<file path="src/rtl/trap_sequencer_pkg.sv">
// Shared types and constants for the trap sequencer: FSM states, mcause
// codes, privilege encodings and mstatus/mie bit positions.
package trap_sequencer_pkg;

  typedef enum logic [2:0] {
    IDLE  = 3'd0,
    T_CSR = 3'd1,
    T_RDR = 3'd2,
    M_CSR = 3'd3,
    M_RDR = 3'd4
  } state_t;

  localparam logic [3:0] CAUSE_MISALIGN = 4'd0;
  localparam logic [3:0] CAUSE_ILLEGAL  = 4'd2;
  localparam logic [3:0] CAUSE_BREAK    = 4'd3;
  localparam logic [3:0] CAUSE_ECALL_U  = 4'd8;
  localparam logic [3:0] CAUSE_ECALL_M  = 4'd11;
  localparam logic [3:0] CAUSE_MEXT_IRQ = 4'd11;

  localparam logic [1:0] PRIV_U = 2'b00;
  localparam logic [1:0] PRIV_M = 2'b11;

  localparam int MSTATUS_MIE    = 3;
  localparam int MSTATUS_MPIE   = 7;
  localparam int MSTATUS_MPP_HI = 12;
  localparam int MSTATUS_MPP_LO = 11;
  localparam int MIE_MEIE       = 11;

endpackage

</file>
<file path="src/rtl/trap_cause_arbiter.sv">
// Combinational priority encoder over all trap sources and mret.
// TRAP_IRQ_EN: when defined, the external interrupt outranks every
// synchronous cause; otherwise interrupts are never taken.
module trap_cause_arbiter
  import trap_sequencer_pkg::*;
(
  input  logic        inst_valid,
  input  logic [31:0] inst_pc,
  input  logic [31:0] inst_word,
  input  logic        illegal_inst,
  input  logic        ecall_inst,
  input  logic        ebreak_inst,
  input  logic        mret_inst,
  input  logic        irq_pending,
  input  logic [1:0]  priv,
  output logic        take_trap,
  output logic        take_mret,
  output logic [3:0]  cause,
  output logic        is_irq,
  output logic [31:0] mtval
);

  logic irq_req;

`ifdef TRAP_IRQ_EN
  assign irq_req = irq_pending;
`else
  logic unused_irq;
  assign unused_irq = irq_pending;
  assign irq_req    = 1'b0;
`endif

  // Walk the causes from highest to lowest priority; first hit wins.
  always_comb begin
    take_trap = 1'b0;
    take_mret = 1'b0;
    cause     = CAUSE_MISALIGN;
    is_irq    = 1'b0;
    mtval     = '0;
    if (inst_valid) begin
      if (irq_req) begin
        take_trap = 1'b1;
        cause     = CAUSE_MEXT_IRQ;
        is_irq    = 1'b1;
      end else if (inst_pc[1:0] != 2'b00) begin
        take_trap = 1'b1;
        cause     = CAUSE_MISALIGN;
        mtval     = inst_pc;
      end else if (illegal_inst) begin
        take_trap = 1'b1;
        cause     = CAUSE_ILLEGAL;
        mtval     = inst_word;
      end else if (ebreak_inst) begin
        take_trap = 1'b1;
        cause     = CAUSE_BREAK;
      end else if (ecall_inst) begin
        take_trap = 1'b1;
        cause     = (priv == PRIV_M) ? CAUSE_ECALL_M : CAUSE_ECALL_U;
      end else if (mret_inst) begin
        if (priv == PRIV_M) begin
          take_mret = 1'b1;
        end else begin
          // mret outside M-mode is an illegal instruction
          take_trap = 1'b1;
          cause     = CAUSE_ILLEGAL;
          mtval     = inst_word;
        end
      end
    end
  end

endmodule

</file>
<file path="src/rtl/trap_sequencer.sv">
// Trap/mret sequencer: arbitrates one cause per retiring instruction,
// strobes the CSR file, then flushes and redirects fetch two cycles later.
// TRAP_IRQ_EN enables external interrupt arbitration (see trap_cause_arbiter).
module trap_sequencer
  import trap_sequencer_pkg::*;
#(
  parameter logic [31:0] RESET_PC   = 32'h0000_0000,
  parameter logic [1:0]  RESET_PRIV = 2'b00
) (
  input  logic        clk,
  input  logic        reset_x,
  input  logic        inst_valid,
  input  logic [31:0] inst_pc,
  input  logic [31:0] inst_word,
  input  logic        illegal_inst,
  input  logic        ecall_inst,
  input  logic        ebreak_inst,
  input  logic        mret_inst,
  input  logic        ext_irq,
  input  logic [31:0] mstatus_in,
  input  logic [31:0] mie_in,
  input  logic [31:0] mtvec_in,
  input  logic [31:0] mepc_in,
  output logic        exception,
  output logic        mret,
  output logic [3:0]  mcause_out,
  output logic        trap_is_irq,
  output logic [31:0] mepc_out,
  output logic [31:0] mtval_out,
  output logic [1:0]  priv_mode,
  output logic        stall,
  output logic        flush,
  output logic        redirect_valid,
  output logic [31:0] redirect_pc
);

  state_t      state, state_nxt;
  logic        take_trap, take_mret, arb_irq;
  logic [3:0]  arb_cause;
  logic [31:0] arb_mtval;
  logic [3:0]  cause_q;
  logic        irq_q;
  logic [31:0] epc_q, tval_q, last_pc_q;
  logic [1:0]  priv_q, mpp_q;
  logic        irq_pending;

  // Only a handful of CSR bits matter here; the rest are intentionally dropped.
  logic unused_csr_bits;
  assign unused_csr_bits = ^{mstatus_in, mie_in, mtvec_in[1:0]};

  assign irq_pending = ext_irq & mstatus_in[MSTATUS_MIE] & mie_in[MIE_MEIE];

  trap_cause_arbiter u_arb (
    .inst_valid  (inst_valid),
    .inst_pc     (inst_pc),
    .inst_word   (inst_word),
    .illegal_inst(illegal_inst),
    .ecall_inst  (ecall_inst),
    .ebreak_inst (ebreak_inst),
    .mret_inst   (mret_inst),
    .irq_pending (irq_pending),
    .priv        (priv_q),
    .take_trap   (take_trap),
    .take_mret   (take_mret),
    .cause       (arb_cause),
    .is_irq      (arb_irq),
    .mtval       (arb_mtval)
  );

  // State register; reset aborts any sequence in flight.
  always_ff @(posedge clk or negedge reset_x) begin
    if (!reset_x) state <= IDLE;
    else          state <= state_nxt;
  end

  // Next-state: each non-IDLE state lasts exactly one cycle.
  always_comb begin
    state_nxt = state;
    case (state)
      IDLE: begin
        if (take_trap)      state_nxt = T_CSR;
        else if (take_mret) state_nxt = M_CSR;
      end
      T_CSR:   state_nxt = T_RDR;
      T_RDR:   state_nxt = IDLE;
      M_CSR:   state_nxt = M_RDR;
      M_RDR:   state_nxt = IDLE;
      default: state_nxt = IDLE;
    endcase
  end

  // Latch the winning cause in IDLE, commit privilege on the redirect cycle.
  // MPP is captured on entry to M_CSR, ahead of the CSR file's negedge write.
  always_ff @(posedge clk or negedge reset_x) begin
    if (!reset_x) begin
      cause_q   <= '0;
      irq_q     <= 1'b0;
      epc_q     <= '0;
      tval_q    <= '0;
      mpp_q     <= PRIV_U;
      priv_q    <= RESET_PRIV;
      last_pc_q <= RESET_PC;
    end else begin
      case (state)
        IDLE: begin
          if (take_trap) begin
            cause_q <= arb_cause;
            irq_q   <= arb_irq;
            epc_q   <= inst_pc;
            tval_q  <= arb_mtval;
          end else if (take_mret) begin
            mpp_q <= mstatus_in[MSTATUS_MPP_HI:MSTATUS_MPP_LO];
          end
        end
        T_RDR: begin
          priv_q    <= PRIV_M;
          last_pc_q <= {mtvec_in[31:2], 2'b00};
        end
        M_RDR: begin
          priv_q    <= mpp_q;
          last_pc_q <= mepc_in;
        end
        default: ;
      endcase
    end
  end

  assign exception      = (state == T_CSR);
  assign mret           = (state == M_CSR);
  assign flush          = (state == T_CSR) || (state == M_CSR);
  assign redirect_valid = (state == T_RDR) || (state == M_RDR);
  assign stall          = (state != IDLE);
  assign mcause_out     = cause_q;
  assign trap_is_irq    = irq_q;
  assign mepc_out       = epc_q;
  assign mtval_out      = tval_q;
  assign priv_mode      = priv_q;
  assign redirect_pc    = (state == T_RDR) ? {mtvec_in[31:2], 2'b00} :
                          (state == M_RDR) ? mepc_in : last_pc_q;

endmodule

</file>
<file path="config.mk">
export PLATFORM = sky130hd
export DESIGN_NAME = trap_sequencer
export DESIGN_NICKNAME = d
export VERILOG_FILES = /design/src/rtl/trap_sequencer_pkg.sv /design/src/rtl/trap_cause_arbiter.sv /design/src/rtl/trap_sequencer.sv
export SDC_FILE = /design/constraint.sdc
export NUM_CORES = 1
export LEC_CHECK = 0
export BUFFER_PORTS_ARGS = -buffer_cell sky130_fd_sc_hd__buf_2
export CELL_PAD_IN_SITES_DETAIL_PLACEMENT = 1
export CELL_PAD_IN_SITES_GLOBAL_PLACEMENT = 1
export CORE_ASPECT_RATIO = 1.75
export CORE_MARGIN = 1
export CORE_UTILIZATION = 33
export DETAILED_ROUTE_END_ITERATION = 8
export PLACE_DENSITY = 0.84
export SLEW_MARGIN = 10
export SYNTH_ARGS = -nofsm -noshare
export SYNTH_HDL_FRONTEND = slang
export SYNTH_SLANG_ARGS = --single-unit
</file>
<file path="constraint.sdc">
create_clock -name clk -period 4.1 [get_ports clk]
set_clock_uncertainty 0.05 [all_clocks]
set_input_delay 0.82 -clock clk [delete_from_list [all_inputs] [get_ports clk]]
set_output_delay 0.82 -clock clk [all_outputs]
set_load 0.02 [all_outputs]
</file>
# --- Yosys cells after proc, flatten, opt, wreduce, memory -nomap -nowiden ---
# Cells that the tools add are included.
op_classes:
  bitwise_logic: 1
  muxes: 36
  n_reduce_logical: 8
  eq_ne: 6
op_table:
  columns: ["operator", "count"]
  rows:
  - ["$mux 32", 9]
  - ["$pmux 32 s2", 1]
  - ["$mux 4", 6]
  - ["$mux 1", 14]
  - ["$pmux 3 s3", 1]
  - ["$eq 3x2->1 const B", 2]
  - ["$mux 3", 2]
  - ["$mux 2", 2]
  - ["$pmux 2 s2", 1]
  - ["$reduce_bool 2->1", 2]
  - ["$eq 3x1->1 const B", 1]
  - ["$eq 3x3->1 const B", 1]
  - ["$logic_not 3->1", 1]
  - ["$ne 3x3->1 const B", 1]
  - ["$reduce_and 3->1", 1]
  - ["$reduce_bool 3->1", 1]
  - ["$eq 2x2->1 const B", 1]
  - ["$logic_or 1x1->1", 2]
  - ["$reduce_and 2->1", 1]
  - ["$not 1->1", 1]
word_totals:
  elab_cells: 58
  output_inout_bits: 108
  ff_bits: 107

# --- Depth between registers and ports, before layout ---
# Gate-level depths: netlist (run 1).
depth:
  ltp_word: 11
  depth_mapped: 6
  depth_no_buf: 4

# --- Cells and area by module ---
# Synthesis (run 1) repeated with hierarchy kept, for this count alone.
hier_totals:
  hier_cells: 557
  hier_area_um2: 5824.3
modules_own_cells:
  columns: ["module", "area_per_inst_um2", "cells_each", "instances"]
  rows:
  - ["trap_sequencer", 4498.1, 348, 1]
  - ["trap_cause_arbiter", 1326.3, 209, 1]

# --- Least setup slack after synthesis (run 1) ---
# OpenSTA, ideal clock, no wires.
synth_timing:
  path_type: "register to output"
  startpoint: "register state[1]"
  endpoint: "output port redirect_pc[10]"
  arrival_ns: 1.511
  stages_incl_launch_ff: 6
  setup_slack_ns: 1.719
  n_path_buf: 1
  cell_sequence: "dfrtp_1 -> nor3b_1 -> nor2_1 -> clkbuf_1 -> nand2_1 -> nand2_1"
synth_via:
  elab_chain_len: 3
  elab_cells_between_ends: 4
  classes_between: "2 x eq/ne; 2 x mux"
synth_lines:
  columns: ["element", "line", "rtl"]
  rows:
  - ["start, declared", "trap_sequencer.sv:37", "state_t state, state_nxt;"]
  - ["start signal, assigned", "trap_sequencer.sv:73", "else state <= state_nxt;"]
  - ["$eq 3x3->1", "trap_sequencer.sv:139", "(state == M_RDR) ? mepc_in : last_pc_q;"]
  - ["$mux 32", "trap_sequencer.sv:139", null]
  - ["$mux 32 *", "trap_sequencer.sv:138", "assign redirect_pc = (state == T_RDR) ? {mtvec_in[31:2], 2'b00} :"]
  - ["end, declared", "trap_sequencer.sv:34", "output logic [31:0] redirect_pc"]
# Mark *: on every way between the ends. The rest lies on a longest branch, timed or not.

# --- Worst setup path in the final report (run 1) ---
layout_timing:
  startpoint: "register state[1]"
  endpoint: "output port redirect_pc[14]"
# Same word-level chain as after synthesis.

==> results of run 1 <==
-- cell families (layout without fill, tap and decap cells) --
kind of cell,Yosys count,in the layout,synth area share
multiplexers,62,62,0.139
AO/OA/AOI/OAI,80,80,0.130
other,1,3,0.000787
flip-flops,106,106,0.557
buffers and inverters,31,265,0.0383
AND/OR/NAND/NOR,152,152,0.135
-- state kept, by name, summed over array words and instances, names as in the netlist --
signal      flops
last_pc_q      32
mepc_out       32
mtval_out      32
mcause_out      3
state           3
mpp_q           2
priv_mode       2
-- metrics by stage --
| step | setup WS (ns) | util | std cells | cell area [sq um] | hold slack, ns |
|---|---|---|---|---|---|
| 3_3_place_gp | 1.49 | 0.437 | 828 | 6100 | 0.404 |
| 2_1_floorplan | 1.72 | - | 433 | 4770 | 0.390 |
| 6_report | 1.07 | 0.460 | 845 | 6430 | 0.421 |
| 4_1_cts | 1.02 | 0.460 | 844 | 6430 | 0.427 |
| 5_1_grt | 0.888 | 0.460 | 845 | 6430 | 0.440 |
| 3_5_place_dp | 1.39 | 0.437 | 828 | 6100 | 0.410 |
-- power by group through the flow --
stage	clock network [mW]	registers, mW	logic [mW]
floorplan	0	2.15	1.20
finish	0.935	1.77	2.36
CTS	0.965	1.78	2.40
detailed placement	0	1.80	2.40
global placement	0	1.75	2.31
global route	1.01	1.83	2.58
-- per-layer routing --
layer  share of wire  track usage  vias up
met5          0.0013            0        -
met4           0.020       0.0692        2
met3           0.057       0.0348       24
met2            0.54        0.344      179
met1            0.38        0.207     2005
li1                -            -     1962
-- path summary, 6_finish.rpt --
path                                           start                         to  cells after the start
max                             state[1]$_DFFE_PN0P_            redirect_pc[14]                      7
min in group asynchronous                    reset_x   mtval_out[9]$_DFFE_PN0P_                      1
min reg2reg                mcause_out[3]$_DFFE_PN0P_  mcause_out[3]$_DFFE_PN0P_                      2
max reg2reg                     state[1]$_DFFE_PN0P_   priv_mode[1]$_DFFE_PN0P_                      6
max in group asynchronous                    reset_x  mtval_out[25]$_DFFE_PN0P_                      2
min                        mcause_out[3]$_DFFE_PN0P_  mcause_out[3]$_DFFE_PN0P_                      2
-- worst max-delay path: cells and delay by family, from the launching register on --
family	cells	cell delay, ns
buffers and inverters	3	0.76
flip-flops	1	0.49
AND/OR/NAND/NOR	4	0.56
-- cell usage after synthesis (2+ instances only) --
master    number
inv_1          3
nor2_1         6
nor2b_1        2
mux2_2        32
nand2_1      128
buf_6          5
buf_2          5
mux2i_1       30
nor3_1         2
a22oi_1       30
o21ai_0        5
o22a_1         2
clkbuf_1      12
dfrtp_1      106
and2_1         2
buf_4          6
nand2b_1       3
o211a_1        2
o31ai_1       30
o31a_1         3
a22o_1         4
-- cell type report --
type,count,area (sq um)
timing repair buffer,246,1260
sequential,106,2650
clock buffer,9,225
multi-input combinational,296,1960
clock inverter,7,98.8
inverter,3,11.3
antenna,1,2.50
fill,1633,7550
tap,177,221
==> impl_metrics.env, run 1 <==
export IMPL_initialDrtViolationCount=143
export IMPL_antenna_found_initial=2
export IMPL_cts_tree="done"
export IMPL_root_buffer="clkbuf_16"
export IMPL_synth_edff_count=0
export IMPL_io_pins=308
export IMPL_cp_arrival_ns=2.16
export IMPL_hp_class="flop to flop"
export IMPL_swShare=0.423
export IMPL_synthCells=432
export IMPL_synth_warnings=0
export IMPL_fin_nets=862
export IMPL_slowest_delay_ns=0.49
export IMPL_p_int_mw=2.92
export IMPL_routedWlPerCell_microns=16.0
export IMPL_firstDrtPassIters=4
export IMPL_path_class="flop to output port"
export IMPL_num_rows=57
export IMPL_outcome="finished, final reports clean"
export IMPL_synth_cell_type_count=35
export IMPL_vias_per_cell=4.94
export IMPL_setup_viol=0
export IMPL_yosysSeqAreaShare=0.557
export IMPL_maxCapViolations=0
export IMPL_synth_area_sq_um=4770
export IMPL_slowest_stage="dfrtp_1"
export IMPL_worstPathMaxFanout=35
export IMPL_mostFrequentLayoutCells="buf_2 (239), nand2_1 (128), dfrtp_1 (106), mux2_2 (32)"
export IMPL_dpl_hpwl_microns=10400
export IMPL_io_buffers=240
export IMPL_vias=4172
export IMPL_postSynthAreaPerCell_sq_um=11.0
export IMPL_grt_pass1_vias=4539
export IMPL_cts_resized=0
export IMPL_core_area_sq_um=14000
export IMPL_reg2reg_slack_ns=2.17
export IMPL_pwr_share_seq=0.350
export IMPL_synthArstFlopShare=1.00
export IMPL_wirelength_microns=13500
export IMPL_p_per_area_nw_per_um2=788
export IMPL_max_slew_margin=0.189
export IMPL_mostFrequentLayoutCell="buf_2"
export IMPL_grt_max_degree=104
export IMPL_min_period_ns=3.03
export IMPL_required_ns=3.23
export IMPL_overflow=0
export IMPL_place_gp_congestion=0.791
export IMPL_synth_seq_cells=106
export IMPL_p_comb_frac=0.466
export IMPL_post_route_period_util=0.739
export IMPL_finalMaxSlewViolations=0
export IMPL_clock_sinks=106
export IMPL_p_sw_mw=2.14
export IMPL_setup_tns_ns=0
export IMPL_holdBufCountCts=0
export IMPL_final_hold_viol_count=0
export IMPL_synth_top_cell_area_share=0.557
export IMPL_grt_first_pass_wirelength_microns=22100
export IMPL_vdd_drop_max_v=0.000281
export IMPL_endpoint_kind="output port"
export IMPL_drive_gt1_frac=0.456
export IMPL_worstPathCellList="nor3b_2, buf_4, nor2_2, buf_4, nand2_1, nand2_1, buf_2"
export IMPL_path_clk_slew_ns=0.07
export IMPL_post_cts_setup_buffer_count=0
export IMPL_initial_core_util=0.341
export IMPL_yosys_area_top_type="dfrtp_1"
export IMPL_ant_nets=0
export IMPL_power_share_clock=0.185
export IMPL_cts_path_max_buffers=2
export IMPL_dieWidth_microns=92.8
export IMPL_clk_latency_ns=0.33
export IMPL_cts_htree_levels=3
export IMPL_design_power_total_mw=5.07
export IMPL_synth_area_top_cells="dfrtp_1 (56%), nand2_1 (10%), mux2_2 (7.6%), mux2i_1 (6.3%), a22oi_1 (4.7%)"
export IMPL_fmax_mhz=330
export IMPL_drc=0
export IMPL_die_area_sq_um=14900
export IMPL_die_y_microns=161
export IMPL_rsz0062_at_grt="no"
export IMPL_cts_buffers=9
export IMPL_p_leak_nw=3.42
export IMPL_dominantRegCellSynth="dfrtp_1"
export IMPL_critPathLaunchType="flop"
export IMPL_worst_slew_pin_slew_ns=1.21
export IMPL_grt_use_total=0.186
export IMPL_syn_to_final_growth_pct=34.9
Power figures use the tool's default switching activity.
==> run 2: changes to the inputs <==
- ABC_AREA: default -> 1
- CORE_UTILIZATION: 33 -> 30
- PLACE_DENSITY: 0.84 -> 0.79
- clock period: 4.1 -> 3.17 ns (I/O delays scaled with it)
==> run 2 against run 1 <==
  * Sequential share of layout area down 4.3 points
  * Non-clock buffer count grew 7
  * Flip-flop and latch count unchanged
  * Setup slack lost 0.61 ns
  * Global-route usage rose by 0.26 points
  * Register-to-register slack got worse by 1.2 ns
  * Synthesized cell count rose by 79%
  * Power increased by 36%
  * Area after synthesis increased by 14%
  * Critical path type unchanged
  * Largest power group unchanged
  * Highest routed layer is now met4
==> impl_metrics.env, run 2 <==
export IMPL_design_power_total_mw=6.88
export IMPL_dominantRegCellSynth="dfrtp_1"
export IMPL_cts_htree_levels=3
export IMPL_synth_warnings=0
export IMPL_io_pins=308
export IMPL_post_route_period_util=0.855
export IMPL_ant_nets=0
export IMPL_die_area_sq_um=18700
export IMPL_antenna_found_initial=1
export IMPL_vias_per_cell=4.53
export IMPL_top_layer_used="met4"
export IMPL_cp_common_cell="nand2_1"
export IMPL_fmax_mhz=369
export IMPL_yosys_area_share_simple=0.380
export IMPL_slowest_delay_ns=0.45
export IMPL_yosys_area_share_adder=0
export IMPL_cts_resized=0
export IMPL_muxShareOfSynthArea=0
export IMPL_place_gp_congestion=0.822
export IMPL_cp_top_family="simple AND/OR/NAND/NOR gates"
export IMPL_overflow=0
export IMPL_yosys_cell_count_top_type="nand2_1"
export IMPL_yosysSeqAreaShare=0.487
export IMPL_grt_max_degree=62
export IMPL_wirelength_microns=17200
export IMPL_holdBufCountCts=0
export IMPL_routed_wl_met2_microns=9330
export IMPL_synth_top_cells_by_count="nand2_1 (299), dfrtp_1 (106), inv_1 (102), nor2_1 (96), nand3_1 (67)"
export IMPL_rsz0062_at_grt="no"
export IMPL_final_hold_viol_count=0
export IMPL_maxCapViolations=0
export IMPL_fin_nets=1199
export IMPL_max_slew_margin=0.433
export IMPL_root_buffer="clkbuf_16"
export IMPL_cp_arrival_ns=2.03
export IMPL_core_area_sq_um=17600
export IMPL_clk_latency_ns=0.35
export IMPL_min_period_ns=2.71
export IMPL_p_leak_nw=4.41
export IMPL_worstPathCellList="nor2_4, nand2_1, nand2_1, inv_2, nand2_1, nand3_1, buf_2"
export IMPL_crit_buf_inv=2
export IMPL_die_y_microns=180
export IMPL_synth_edff_count=0
export IMPL_path_clk_slew_ns=0.07
export IMPL_setup_viol=0
export IMPL_mostFrequentLayoutCells="nand2_1 (299), buf_2 (239), dfrtp_1 (106), inv_1 (102), nor2_1 (95)"
export IMPL_routed_wl_met3_microns=903
export IMPL_dieWidth_microns=104
export IMPL_drive_gt1_frac=0.278
export IMPL_num_rows=64
export IMPL_required_ns=2.49
export IMPL_finalMaxSlewViolations=0
export IMPL_wl_met1_microns=6400
export IMPL_synth_top_cell_area_share=0.487
export IMPL_p_per_area_nw_per_um2=957
export IMPL_slowest_stage="inv_2"
export IMPL_grt_use_total=0.189
export IMPL_cts_buffers=9
export IMPL_synth_xor_area_frac=0
export IMPL_grt_first_pass_wirelength_microns=28200
export IMPL_cts_tree="done"
export IMPL_io_buffers=240
export IMPL_post_cts_setup_buffer_count=0
export IMPL_cts_path_max_buffers=2
export IMPL_drc=0
export IMPL_outcome="finished, final reports clean"
export IMPL_postSynthAreaPerCell_sq_um=7.03
export IMPL_synth_top_family_by_area="simple AND/OR/NAND/NOR gates"
export IMPL_grt_pass1_vias=5824
export IMPL_vias=5599
export IMPL_synth_compound_area_frac=0.0202
export IMPL_vdd_drop_max_v=0.000397
export IMPL_worst_slew_pin_slew_ns=0.850
export IMPL_setup_tns_ns=0
export IMPL_synth_area_top_cells="dfrtp_1 (49%), nand2_1 (21%), inv_1 (7.0%), nor2_1 (6.6%), nand3_1 (6.2%)"
export IMPL_initialDrtViolationCount=136
export IMPL_synth_seq_cells=106
export IMPL_critPathLaunchType="flop"
export IMPL_synth_cell_type_count=23
export IMPL_hp_class="input pin to async pin"
export IMPL_initial_core_util=0.309
export IMPL_worstPathMaxFanout=34
export IMPL_synth_area_sq_um=5450
export IMPL_dpl_hpwl_microns=12900
export IMPL_path_class="flop to output port"
export IMPL_yosys_area_top_type="dfrtp_1"
export IMPL_routedWlPerCell_microns=13.9
export IMPL_synthCells=775
export IMPL_mostFrequentLayoutCell="nand2_1"
export IMPL_hold_ws_ns=0.326
export IMPL_syn_to_final_growth_pct=31.9
export IMPL_endpoint_kind="output port"
export IMPL_clock_sinks=106
export IMPL_firstDrtPassIters=4
export IMPL_synthArstFlopShare=1.00
run 2: worst paths after layout:
check	from	endpoint	slack, ns	depth (start not counted)
setup / recovery	state[1]$_DFFE_PN0P_	redirect_pc[3]	0.46	7
hold / removal	reset_x	mepc_out[20]$_DFFE_PN0P_	0.33	1
setup reg to reg	state[2]$_DFFE_PN0P_	mtval_out[8]$_DFFE_PN0P_	1.02	8
hold reg to reg	mepc_out[18]$_DFFE_PN0P_	mepc_out[18]$_DFFE_PN0P_	0.43	2
max in group asynchronous	reset_x	state[2]$_DFFE_PN0P_	1.97	2
min in group clk	mepc_out[18]$_DFFE_PN0P_	mepc_out[18]$_DFFE_PN0P_	0.43	2
run 2: through the flow:
stage | setup WS (ns) | cells | utilization | cell area (sq um)
floorplan | 1.04 | 776 | - | 5450
global placement | 0.864 | 1219 | 0.390 | 6880
detailed placement | 0.843 | 1219 | 0.390 | 6880
CTS | 0.376 | 1235 | 0.408 | 7180
global route | 0.223 | 1236 | 0.408 | 7180
finish | 0.460 | 1236 | 0.408 | 7180
run 2: final cells by class:
class	instances	area, sq um
fill	2357	10400
inverter	108	405
antenna	1	2.50
sequential	106	2650
timing repair buffer	253	1330
clock buffer	10	239
multi-input combinational	521	2200
tap	231	289
clock inverter	6	65.1
run 2: layer usage:
metal,GRT usage,vias to the layer above
met5,0,-
met4,0.0909,0
met3,0.0409,28
met2,0.359,180
met1,0.192,2585
li1,-,2806
run 2: kinds of logic after synthesis:
kind of cell	Yosys count
compound gates	17
buf+inv	149
flops	106
other cells	1
simple gates	502
run 2: report_power, final:
group	internal [mW]	switching, mW	total, mW
Combinational	1.11	2.35	3.45
Sequential	1.98	0.286	2.26
Clock	0.636	0.524	1.16
Total	3.72	3.15	6.88
